### src/rtl/pipo_load_arbiter_if.sv
// Bus between the two load requesters and the shared PIPO load arbiter.
// Defining PIPO_ARB_STATS_EN adds the 8-bit load_cnt statistics signal.
interface pipo_load_arbiter_if #(
  parameter int WIDTH = 4
);
  logic [1:0]       req;
  logic [WIDTH-1:0] data0;
  logic [WIDTH-1:0] data1;
  logic [1:0]       ack;
  logic             reg_load;
  logic [WIDTH-1:0] reg_data;
  logic             owner;
  logic             busy;
`ifdef PIPO_ARB_STATS_EN
  logic [7:0]       load_cnt;

  modport master (
    output req, data0, data1,
    input  ack, reg_load, reg_data, owner, busy, load_cnt
  );

  modport slave (
    input  req, data0, data1,
    output ack, reg_load, reg_data, owner, busy, load_cnt
  );
`else
  modport master (
    output req, data0, data1,
    input  ack, reg_load, reg_data, owner, busy
  );

  modport slave (
    input  req, data0, data1,
    output ack, reg_load, reg_data, owner, busy
  );
`endif
endinterface

### src/rtl/pipo_load_arbiter.sv
// Round-robin arbiter granting two requesters one-cycle load strobes into a shared PIPO register.
// Optional feature macro: PIPO_ARB_STATS_EN (saturating 8-bit load counter on bus.load_cnt).
module pipo_load_arbiter #(
  parameter int WIDTH = 4
) (
  input  logic               clk,
  input  logic               reset,
  pipo_load_arbiter_if.slave bus
);

  typedef enum logic [1:0] {
    IDLE = 2'b00,
    LOAD = 2'b01,
    ACK  = 2'b10
  } state_t;

  state_t           state_r;
  state_t           state_next_s;
  logic             winner_s;
  logic             last_r;
  logic             owner_r;
  logic [WIDTH-1:0] reg_data_r;
  logic             reg_load_r;
  logic [1:0]       ack_r;
  logic             busy_r;

  function automatic logic [1:0] ack_mask(input logic idx);
    if (idx) begin
      ack_mask = 2'b10;
    end else begin
      ack_mask = 2'b01;
    end
  endfunction

  // Round-robin pick: a sole requester wins, on a tie the one that did not win last time.
  always_comb begin
    winner_s = 1'b0;
    case (bus.req)
      2'b01:   winner_s = 1'b0;
      2'b10:   winner_s = 1'b1;
      2'b11:   winner_s = ~last_r;
      default: winner_s = 1'b0;
    endcase
  end

  // Next-state logic; a withdrawn request never aborts LOAD, ACK lasts while the owner holds req.
  always_comb begin
    state_next_s = state_r;
    case (state_r)
      IDLE: begin
        if (bus.req != 2'b00) begin
          state_next_s = LOAD;
        end else begin
          state_next_s = IDLE;
        end
      end
      LOAD: state_next_s = ACK;
      ACK: begin
        if (bus.req[owner_r]) begin
          state_next_s = ACK;
        end else begin
          state_next_s = IDLE;
        end
      end
      default: state_next_s = IDLE;
    endcase
  end

  // State register.
  always_ff @(posedge clk or negedge reset) begin
    if (!reset) begin
      state_r <= IDLE;
    end else begin
      state_r <= state_next_s;
    end
  end

  // Registered outputs are decoded from the next state so they line up with state_r.
  always_ff @(posedge clk or negedge reset) begin
    if (!reset) begin
      reg_load_r <= 1'b0;
      ack_r      <= 2'b00;
      busy_r     <= 1'b0;
    end else begin
      reg_load_r <= (state_next_s == LOAD);
      busy_r     <= (state_next_s != IDLE);
      if (state_next_s == ACK) begin
        ack_r <= ack_mask(owner_r);
      end else begin
        ack_r <= 2'b00;
      end
    end
  end

  // Grant capture: data is sampled only on the IDLE->LOAD edge; last winner resets to 1.
  always_ff @(posedge clk or negedge reset) begin
    if (!reset) begin
      owner_r    <= 1'b0;
      last_r     <= 1'b1;
      reg_data_r <= '0;
    end else if ((state_r == IDLE) && (state_next_s == LOAD)) begin
      owner_r    <= winner_s;
      last_r     <= winner_s;
      reg_data_r <= winner_s ? bus.data1 : bus.data0;
    end else begin
      owner_r    <= owner_r;
      last_r     <= last_r;
      reg_data_r <= reg_data_r;
    end
  end

  assign bus.reg_load = reg_load_r;
  assign bus.ack      = ack_r;
  assign bus.busy     = busy_r;
  assign bus.owner    = owner_r;
  assign bus.reg_data = reg_data_r;

`ifdef PIPO_ARB_STATS_EN
  logic [7:0] load_cnt_r;

  // Saturating count of cycles spent in LOAD.
  always_ff @(posedge clk or negedge reset) begin
    if (!reset) begin
      load_cnt_r <= 8'd0;
    end else if ((state_r == LOAD) && (load_cnt_r != 8'hFF)) begin
      load_cnt_r <= load_cnt_r + 8'd1;
    end else begin
      load_cnt_r <= load_cnt_r;
    end
  end

  assign bus.load_cnt = load_cnt_r;
`endif

endmodule

### src/flat_wrapper.sv
// flat-port wrapper written by rule: the top's interface ports become plain ports
module pipo_load_arbiter_flat 
#(
  parameter int WIDTH = 4
)
  (clk, reset, bus_req, bus_data0, bus_data1, bus_ack, bus_reg_load, bus_reg_data, bus_owner, bus_busy);
  pipo_load_arbiter_if #(.WIDTH(WIDTH)) bus_i ();
  input  logic clk;
  input  logic reset;
  input wire logic [$bits(bus_i.req)-1:0] bus_req;
  input wire logic [$bits(bus_i.data0)-1:0] bus_data0;
  input wire logic [$bits(bus_i.data1)-1:0] bus_data1;
  output wire logic [$bits(bus_i.ack)-1:0] bus_ack;
  output wire logic [$bits(bus_i.reg_load)-1:0] bus_reg_load;
  output wire logic [$bits(bus_i.reg_data)-1:0] bus_reg_data;
  output wire logic [$bits(bus_i.owner)-1:0] bus_owner;
  output wire logic [$bits(bus_i.busy)-1:0] bus_busy;
  assign bus_i.req = bus_req;
  assign bus_i.data0 = bus_data0;
  assign bus_i.data1 = bus_data1;
  assign bus_ack = bus_i.ack;
  assign bus_reg_load = bus_i.reg_load;
  assign bus_reg_data = bus_i.reg_data;
  assign bus_owner = bus_i.owner;
  assign bus_busy = bus_i.busy;
  pipo_load_arbiter #(.WIDTH(WIDTH)) u_core (.clk(clk), .reset(reset), .bus(bus_i));
endmodule
### config.mk
export PLATFORM = sky130hd
export DESIGN_NAME = pipo_load_arbiter_flat
export DESIGN_NICKNAME = d
export VERILOG_FILES = /design/src/rtl/pipo_load_arbiter_if.sv /design/src/rtl/pipo_load_arbiter.sv /design/src/flat_wrapper.sv
export SDC_FILE = /design/constraint.sdc
export NUM_CORES = 1
export LEC_CHECK = 0
export BUFFER_PORTS_ARGS = -buffer_cell sky130_fd_sc_hd__buf_2
export CELL_PAD_IN_SITES_DETAIL_PLACEMENT = 0
export CELL_PAD_IN_SITES_GLOBAL_PLACEMENT = 1
export CORE_MARGIN = 3
export CORE_UTILIZATION = 30
export DETAILED_ROUTE_END_ITERATION = 7
export GPL_TIMING_DRIVEN = 0
export PLACE_DENSITY = 0.72
export SKIP_CTS_REPAIR_TIMING = 1
export SYNTH_ARGS = -nofsm -noshare
export SYNTH_HDL_FRONTEND = slang
export SYNTH_SLANG_ARGS = --single-unit
### constraint.sdc
create_clock -name clk -period 1.8 [get_ports clk]
set_clock_uncertainty 0.2 [all_clocks]
set_input_delay 0.36 -clock clk [delete_from_list [all_inputs] [get_ports clk]]
set_output_delay 0.36 -clock clk [all_outputs]
set_load 0.02 [all_outputs]
==> metrics.md, run 1 <==
| Metric | Value |
|---|---|
| Outcome | complete, no violations |
| Layout cells sized above 1 | 54.55% |
| Synth async-reset ratio | 100.0% |
| RSZ-0062 raised after global routing | no |
| Clock Latency Late Sink | 0.27 ns |
| Setup-failing EPs final | 0 |
| Largest net degree at the start of global routing | 13 |
| Final min period | 1.434 ns |
| Netlist cell types | 18 |
| Die H | 47.35 µm |
| P_leak | 0.3418 nW |
| Vias | 366 |
| Initial antenna violation count | 0 |
| Ports | 21 |
| Die area | 2242 µm² |
| Drc violations | 0 |
| DRT Wirelength | 916 µm |
| Power Total | 1.216 mW |
| Synth Net Count | 53 |
| Final hold vios | 0 |
| Initial Utilization | 32.91% |
| Fmax achieved | 697.1 MHz |
| Via/cell ratio | 4.463 |
| Htree depth | 1 |
| Slowest stage delay, CP | 0.40 ns |
| First-pass GRT wire length | 1.538 mm |
| HPWL after DPL | 701.4 µm |
| Syn Inst Count | 41 |
| Yosys reg bits | 12 |
| Slew HR | 77.51% |
| Initial detailed-routing violation count | 1 |
| Worst hold path type | in2reg |
| Fill count | 157 |
| Critical Path Sink Type | flip-flop |
| Slew at the pin closest to its max-slew limit | 0.3370 ns |
| Hold Path Cell Cnt | 2 |
| Fin crit share | 79.69% |
| YS warnings | 0 |
| Routed Antenna Nets | 0 |
| Drt pass-1 iters | 2 |
| Tot GR Track Use | 10.27% |
| Pins Over Slew Limit | 0 |
| CTS max path bufs | 2 |
| Num Clock Sinks | 12 |
| Core ar. | 1559 µm² |
| Post-synthesis sequential area ratio | 58.78% |
| Post-synth EDFFs | 0 |
| PortBufs | 20 |
| Crit path required time | 1.76 ns |
| Synth area leaders | dfrtp_1 (54%), mux2i_1 (9.8%), a21oi_2 (6.8%) |
| Max Cap Violations | 0 |
| Placer Congestion | 0.6431 |
| Cell chain of the critical path | nor2_2 > nand2_2 > a22o_2 |
| Row count | 14 |
| Worst-path maximum fanout | 8 |
| Post-synthesis cell type with the largest combined area | dfrtp_1 |
| Vias in the first global route | 367 |
| Startpoint Class | flip-flop |
| Synth Flop Type | dfrtp_1 |
| Pwr/cell area | 1790 nW/µm² |
| Nets | 79 |
| CP max-delay cell | dfrtp_1 |
| Maximum vdd drop | 0.6948 mV |
| Reg-to-reg slack, setup | 0.37 ns |
| Top cell type's share of synthesized area | 53.66% |
| Sum Neg Setup Slack | 0 ns |
| Most instantiated cells after synthesis | dfrtp_1 (11), a21oi_1 (5), mux2i_1 (5) |
| Mapped cell area | 513.0 µm² |
| Wire per inst | 11.17 µm |
| Crit path DAT | 1.39 ns |
| Die width | 47.35 µm |
| CP Class | reg2reg |
| R2r worst-path depth | 3 |
| Reg clk slew, reported paths | 0.08 ns |
| Clock root buffer | clkbuf_4 |
| Most frequent cell after synthesis | dfrtp_1 |
| Syn avg cell area | 12.51 µm² |
| Synth-to-layout area growth | 32.44% |
| Ant diodes | 0 |
| CTS Buf Count | 3 |
| Gr ovfl total | 0 |
| CTS tree | built |
[state kept, by name, summed over array words and instances (netlist names)]
signal and cells:
u_core.bus.ack 2, u_core.bus.busy 1, u_core.bus.owner 1, u_core.bus.reg_data 4, u_core.bus.reg_load 1, u_core.last_r 1, u_core.state_r 2
[worst max-delay path: cells and delay by family, from the launching register on]
family / cells / cell delay [ns]
AOI/OAI and AO/OA: 1 / 0.27
DFF: 1 / 0.40
and+or+nand+nor: 2 / 0.45
[final cells by class]
cell class                      instances  area, µm²  area share, %
Multi-Input combinational cell         26      200.2          29.47
Inverter                                3      11.26          1.657
Clock buffer                            4      36.28          5.341
Tap cell                               16      20.02          2.947
Sequential cell                        12      301.5          44.38
Timing Repair Buffer                   21      110.1          16.21
[final timing paths]
kind	startpoint	endpoint
setup / recovery	u_core.state_r[0]	u_core.bus.owner
hold / removal	bus_req[0]	u_core.last_r
setup reg to reg	u_core.state_r[0]	u_core.bus.owner
hold reg to reg	u_core.bus.owner	u_core.bus.ack[0]
max in group asynchronous	reset	u_core.last_r
min in group asynchronous	reset	u_core.state_r[1]
[cells in the final DEF (no fill, tap or decap)]
| cell type | Yosys | final |
|---|---|---|
| a21boi_4 | 1 | 1 |
| a21oi_2 | 4 | 4 |
| clkbuf_8 | 0 | 1 |
| a31oi_1 | 1 | 1 |
| nor2_1 | 1 | 1 |
| a21oi_1 | 5 | 5 |
| dfstp_2 | 1 | 1 |
| clkbuf_4 | 0 | 3 |
| or2_4 | 1 | 1 |
| inv_2 | 2 | 2 |
| o21a_1 | 1 | 1 |
| mux2i_1 | 5 | 5 |
| nand2_1 | 1 | 1 |
| a22o_2 | 1 | 1 |
| nor2_2 | 1 | 1 |
| and2_1 | 1 | 1 |
| nand2b_1 | 2 | 2 |
| dfrtp_1 | 11 | 11 |
| dlygate4sd3_1 | 0 | 1 |
| nand2_2 | 1 | 1 |
| inv_1 | 1 | 1 |
| buf_2 | 0 | 20 |
[cells by family (layout without fill, tap and decap cells)]
logic type	Yosys count	count (layout)	synth area share, %
AO/OA/AOI/OAI	13	13	20.00
flip-flops	12	12	58.78
AND/OR/NAND/NOR	8	8	9.269
multiplexers	5	5	9.756
buffers and inverters	3	28	2.195
[layer usage]
metal / wire length, µm / share of wire [%] / GRT usage (%) / up-vias
met5: 0 / 0 / 0 / -
met4: 0 / 0 / 4.972 / 0
met3: 95 / 10 / 4.215 / 0
met2: 425 / 46 / 15.24 / 17
met1: 395 / 43 / 12.82 / 159
li1: - / - / - / 190
[power by group]
| group | internal [mW] | leakage (nW) | switching (mW) |
|---|---|---|---|
| logic | 0.201 | 0.178 | 0.322 |
| clock network | 0.123 | 0.0210 | 0.0919 |
| registers | 0.405 | 0.142 | 0.0736 |
| total | 0.729 | 0.342 | 0.488 |
[stage by stage]
step	worst slack [ns]	utilization [%]	area [µm²]	hold WS (ns)	std cells
finish	0.3656	43.58	679.4	0.1020	82
global placement	0.3827	40.61	633.1	0.04670	77
global route	0.3069	43.58	679.4	0.1144	82
floorplan	0.4446	-	513.0	-0.1356	41
CTS	0.3403	42.94	669.4	-0.2502	81
detailed placement	0.3813	40.61	633.1	0.05118	77
Note: power is estimated with default switching activity, not from simulation.
==> run 2: changes to the inputs <==
==> constraint.sdc (replaced) <==
create_clock -name clk -period 1.4 [get_ports clk]
set_clock_uncertainty 0.2 [all_clocks]
set_input_delay 0.28 -clock clk [delete_from_list [all_inputs] [get_ports clk]]
set_output_delay 0.28 -clock clk [all_outputs]
set_load 0.02 [all_outputs]
==> run 2 against run 1 <==
Register-to-register slack got worse by 0.30 ns. Clock-buffer cell count unchanged. Clock power is 28% higher. Critical path type is now reg2out. Critical endpoint is now bus_owner. Largest power group unchanged.
==> metrics.md, run 2 (synthesized netlist as in run 1, its figures left out) <==
| Metric | Value |
|---|---|
| Outcome | complete, no violations |
| Ports | 21 (unchanged) |
| Row count | 14 (unchanged) |
| Buf/Inv on CP | 1 (+1) |
| Fmax achieved | 741.0 MHz |
| Die width | 47.35 µm (unchanged) |
| R2R Path End | u_core.bus.owner |
| CP Class | reg2out |
| First-pass GRT wire length | 1.538 mm (unchanged) |
| Fin Hold WS | 0.02180 ns (-0.08018 ns) |
| Largest register FFs | 4 (unchanged) |
| Num Clock Sinks | 12 (unchanged) |
| Reg clk slew, reported paths | 0.08 ns (about the same) |
| Pwr/cell area | 2314 nW/µm² (+29%) |
| Commonest non-fill, non-tap cells in the layout | buf_2 (20), dfrtp_1 (11), mux2i_1 (5), a21oi_1 (5), a21oi_2 (4) |
| Crit path required time | 0.92 ns (-0.84 ns) |
| Layout cells sized above 1 | 55.22% (+0.68 points) |
| PortBufs | 20 (unchanged) |
| Worst hold path type | in2reg |
| Max Cap Violations | 0 (unchanged) |
| Grt met3 use | 4.215% (unchanged) |
| CP max-delay cell | dfrtp_1 |
| DRT Wirelength | 924 µm (+0.87%) |
| Power Total | 1.601 mW (+32%) |
| GRT busiest layer | met2 |
| Slew at the pin closest to its max-slew limit | 0.2656 ns (-0.07133 ns) |
| CTS tree | built |
| Die H | 47.35 µm (unchanged) |
| Tot GR Track Use | 10.27% (unchanged) |
| Met1 Usage GRT | 12.82% (unchanged) |
| Commonest non-fill, non-tap cell in the layout | buf_2 |
| Maximum vdd drop | 0.9114 mV (+31%) |
| Fill count | 158 (+0.64%) |
| Wire per inst | 11.13 µm (-0.34%) |
| Clock Latency Late Sink | 0.27 ns (about the same) |
| Vias | 372 (+1.6%) |
| Setup-failing EPs final | 0 (unchanged) |
| Initial detailed-routing violation count | 1 (unchanged) |
| Slowest stage delay, CP | 0.41 ns (about the same) |
| Drt pass-1 iters | 2 (unchanged) |
| Worst-path maximum fanout | 5 (-3) |
| Die area | 2242 µm² (unchanged) |
| Core ar. | 1559 µm² (unchanged) |
| Synth-to-layout area growth | 34.88% |
| Largest delay share family, worst path | flip-flops |
| RSZ-0062 raised after global routing | no |
| Grt met2 use | 15.24% (unchanged) |
| Clock root buffer | clkbuf_4 |
| FF/Latch Area | 301.5 µm² (unchanged) |
| CTS max path bufs | 2 (unchanged) |
| Reg-to-reg slack, setup | 0.07 ns (-0.30 ns) |
| Drc violations | 0 (unchanged) |
| Pins Over Slew Limit | 0 (unchanged) |
| Ant diodes | 0 (unchanged) |
| Post-layout util | 44.38% (+0.80 points) |
| Min-delay src | bus_req[0] |
| Placer Congestion | 0.6431 (unchanged) |
| Critical path startpoint | u_core.bus.owner |
| Setup slack at placement | -0.01562 ns (-0.3969 ns) |
| Initial Utilization | 32.91% (unchanged) |
| Final hold vios | 0 (unchanged) |
| RR Startpoint | u_core.state_r[0] |
| HPWL after DPL | 701.4 µm (unchanged) |
| Gr ovfl total | 0 (unchanged) |
| Critical Path Sink Type | output port |
| Via/cell ratio | 4.482 (+0.41%) |
| Critical path depth | 1 (-2) |
| Multi-input gate area | 205.2 µm² (+2.5%) |
| Setup ws final | 0.05049 ns (-0.3151 ns) |
| Worst setup path end | bus_owner |
| Cell chain of the critical path | buf_2 |
| Fin crit share | 96.39% |
| Largest net degree at the start of global routing | 13 (unchanged) |
| Nets | 80 (+1.3%) |
| CTS Buf Count | 3 (unchanged) |
| Htree depth | 1 (unchanged) |
| Final min period | 1.350 ns |
| P_leak | 0.3481 nW (+1.8%) |
| R2r worst-path depth | 3 (unchanged) |
| Vias in the first global route | 367 (unchanged) |
| Slew HR | 82.29% (+4.8 points) |
| Initial antenna violation count | 0 (unchanged) |
| Routed Antenna Nets | 0 (unchanged) |
| Startpoint Class | flip-flop |
| Crit path DAT | 0.87 ns (-0.52 ns) |
==> run 2: changes by cell type in the layout (fill, tap and decap cells not counted) <==
cell	change
buf_4	+1
nor2_2	-1
nor2_4	+1
==> run 2: metrics by stage <==
stage	TNS (ns)	cell area [µm²]	instances
finish	0	691.9	83
global route	0	691.9	83
CTS	-0.03487	669.4	81
detailed placement	-0.01562	633.1	77
global placement	-0.003465	633.1	77
floorplan	0	513.0	41
==> run 2: worst min path at each step <==
stage | to | cells after the start
global placement | u_core.bus.ack[0] | 1
finish | u_core.last_r | 2
floorplan | u_core.bus.ack[0] | 0
CTS | u_core.state_r[1] | 1
detailed placement | u_core.bus.reg_load | 1
global route | u_core.last_r | 2
==> run 2: layer usage <==
layer / part of all wire [%] / vias up
li1: - / 192
met1: 43 / 163
met2: 47 / 17
met3: 10 / 0
met4: 0 / 0
met5: 0 / -
==> run 2: power by group <==
group | internal (mW) | switching [mW] | total [mW]
clock | 0.158 | 0.118 | 0.276
sequential | 0.521 | 0.104 | 0.624
combinational | 0.281 | 0.419 | 0.700
total | 0.960 | 0.641 | 1.60
==> run 2: cell type report <==
type | instances | share of cell area [%]
flip-flops and latches | 12 | 43.58
multi-input cells | 26 | 29.66
repair buffers | 22 | 17.00
clock buffers | 4 | 5.244
well taps | 16 | 2.893
inverters | 3 | 1.627
==> run 3: changes to the inputs <==
--- a/config.mk
+++ b/config.mk
@@ -13,6 +13,8 @@
 export DETAILED_ROUTE_END_ITERATION = 7
 export GPL_TIMING_DRIVEN = 0
 export PLACE_DENSITY = 0.72
+export RECOVER_POWER = 25
+export SETUP_SLACK_MARGIN = 0.5
 export SKIP_CTS_REPAIR_TIMING = 1
 export SYNTH_ARGS = -nofsm -noshare
 export SYNTH_HDL_FRONTEND = slang
==> run 3 against run 2 <==
Core utilization increased by 7.1 points. Register-to-register slack about the same. Cell area increased by 16%. Global-route usage decreased by 0.93 points. Worst hold slack about the same. Power increased by 22%. Sequential share of layout area decreased by 5.3 points. Die area unchanged. Via count increased by 12%. Combinational power increased by 44%. Critical path depth increased by 2. Setup slack improved by 0.0090 ns. Critical endpoint is now u_core.bus.owner.
==> metrics.md, run 3 (synthesized netlist as in run 1, its figures left out) <==
| Metric | Value |
|---|---|
| Die width | 47.35 µm (unchanged) |
| Sequential power share | 34.3% (-4.7 points) |
| First-pass GRT wire length | 1.352 mm (-12%) |
| Ports | 21 (unchanged) |
| Row count | 14 (unchanged) |
| Clock Latency Late Sink | 0.28 ns (about the same) |
| Sw Ratio | 37.28% (-2.8 points) |
| Gr ovfl total | 0 (unchanged) |
| Via/cell ratio | 4.805 (+7.2%) |
| Crit path required time | 1.36 ns (+0.44 ns) |
| Vias | 418 (+12%) |
| Vias in the first global route | 340 (-7.4%) |
| Placer Congestion | 0.6604 (+2.7%) |
| Met1 Usage GRT | 9.813% (-3.0 points) |
| Layout cells sized above 1 | 67.61% (+12 points) |
| Ant diodes | 0 (unchanged) |
| Critical path startpoint | u_core.state_r[1] |
| Outcome | complete, no violations |
| Worst-path maximum fanout | 7 (+2) |
| Slew HR | 58.49% (-24 points) |
| NetSw | 730.3 µW (+14%) |
| Critical Path Sink Type | flip-flop |
| P_leak | 0.3792 nW (+8.9%) |
| Fmax achieved | 746.0 MHz (+0.67%) |
| Final min period | 1.341 ns (-0.008976 ns) |
| Grt met2 use | 14.71% (-0.53 points) |
| Crit path DAT | 1.30 ns (+0.43 ns) |
| CTS max path bufs | 2 (unchanged) |
| Fill count | 147 (-7.0%) |
| Clock root buffer | clkbuf_4 |
| Fin Hold WS | 0.02164 ns (-0.0001640 ns) |
| Die H | 47.35 µm (unchanged) |
| Nets | 84 (+5.0%) |
| Max Cap Violations | 0 (unchanged) |
| Commonest non-fill, non-tap cells in the layout | buf_2 (10), buf_6 (10), dfrtp_1 (6) |
| Pins Over Slew Limit | 0 (unchanged) |
| Largest register FFs | 4 (unchanged) |
| CTS Buf Count | 3 (unchanged) |
| Wire per inst | 11.33 µm (+1.8%) |
| Largest net degree at the start of global routing | 13 (unchanged) |
| CP Class | reg2reg |
| Min-delay src | bus_req[0] |
| Synth-to-layout area growth | 56.59% |
| Clock power share | 14.3% (-3.0 points) |
| Routed Antenna Nets | 0 (unchanged) |
| Final hold vios | 0 (unchanged) |
| Die area | 2242 µm² (unchanged) |
| Maximum vdd drop | 1.193 mV (+31%) |
| CTS tree | built |
| RSZ-0062 raised after global routing | yes |
| Sum Neg Setup Slack | 0 ns (unchanged) |
| Initial detailed-routing violation count | 3 (+2) |
| HPWL after DPL | 715.2 µm (+2.0%) |
| DRT Wirelength | 986 µm (+6.7%) |
| Initial antenna violation count | 0 (unchanged) |
| Design area | 803.3 µm² (+16%) |
| Grt met3 use | 4.215% (unchanged) |
| Post-layout util | 51.52% (+7.1 points) |
| Comb power frac | 51.4% (+7.7 points) |
| P_int | 1.229 mW (+28%) |
| RR Startpoint | u_core.state_r[1] |
| Multi-input gate area | 216.5 µm² (+5.5%) |
| Tot GR Track Use | 9.346% (-0.93 points) |
| Drc violations | 0 (unchanged) |
| Num Clock Sinks | 12 (unchanged) |
| Pwr/cell area | 2439 nW/µm² (+5.4%) |
| Power Total | 1.959 mW (+22%) |
| Initial Utilization | 32.91% (unchanged) |
| Drt pass-1 iters | 4 (+2) |
| Core ar. | 1559 µm² (unchanged) |
| PortBufs | 20 (unchanged) |
| Setup-failing EPs final | 0 (unchanged) |
| Htree depth | 1 (unchanged) |
| Startpoint Class | flip-flop |
| FF/Latch Area | 307.8 µm² (+2.1%) |
| GRT busiest layer | met2 |
| Reg clk slew, reported paths | 0.08 ns (about the same) |
| Slew at the pin closest to its max-slew limit | 0.6226 ns (+0.3570 ns) |
| Fin crit share | 95.75% (-0.64 points) |
| Worst hold path type | in2reg |
| DP Area | 651.9 µm² (+3.0%) |
[run 3: cell count changes in the layout (fill, tap and decap cells not counted), sizes merged]
cell / change
buf: +3
clkbuf: +1
[run 3: path summary, 6_finish.rpt]
| kind | to | slack, ns | cells past startpoint |
|---|---|---|---|
| worst max-delay path | u_core.bus.owner | 0.06 | 3 |
| worst min-delay path | u_core.last_r | 0.02 | 2 |
| worst max register to register | u_core.bus.owner | 0.06 | 3 |
| worst min register to register | u_core.bus.ack[0] | 0.30 | 1 |
| max in group asynchronous | u_core.bus.reg_data[3] | 0.24 | 2 |
| min in group asynchronous | u_core.state_r[0] | 0.32 | 2 |
[run 3: critical path: stages (launching register included)]
cell     delay, ns
dfrtp_1       0.43
nor2_4        0.23
nand2_4       0.10
a22o_2        0.26
[run 3: area by class of cell]
| type | count | area share, % |
|---|---|---|
| Clock buffer | 4 | 4.517 |
| Inverter | 3 | 2.025 |
| Multi-Input combinational cell | 26 | 26.95 |
| Sequential cell | 12 | 38.32 |
| Tap cell | 16 | 2.492 |
| Timing Repair Buffer | 26 | 25.70 |
[run 3: per-layer routing]
layer	routed length (µm)	vias up	share of wire, %
li1	-	201	-
met1	374	194	38
met2	485	21	49
met3	110	2	11
met4	16	0	1.6
met5	0	-	0
[run 3: through the flow]
| step | instances | setup WS, ns |
|---|---|---|
| 6_report | 87 | 0.05946 |
| 5_1_grt | 87 | 0.02123 |
| 3_5_place_dp | 77 | 0.06929 |
| 4_1_cts | 81 | 0.02765 |
| 3_3_place_gp | 77 | 0.07557 |
| 2_1_floorplan | 41 | 0.1293 |
[run 3: power by group through the flow]
stage | clock (mW) | sequential (mW) | combinational, mW
2_1_floorplan | 0 | 0.797 | 0.360
6_report | 0.281 | 0.672 | 1.01
3_3_place_gp | 0 | 0.644 | 0.707
5_1_grt | 0.313 | 0.696 | 1.09
3_5_place_dp | 0 | 0.645 | 0.722
4_1_cts | 0.290 | 0.638 | 0.721
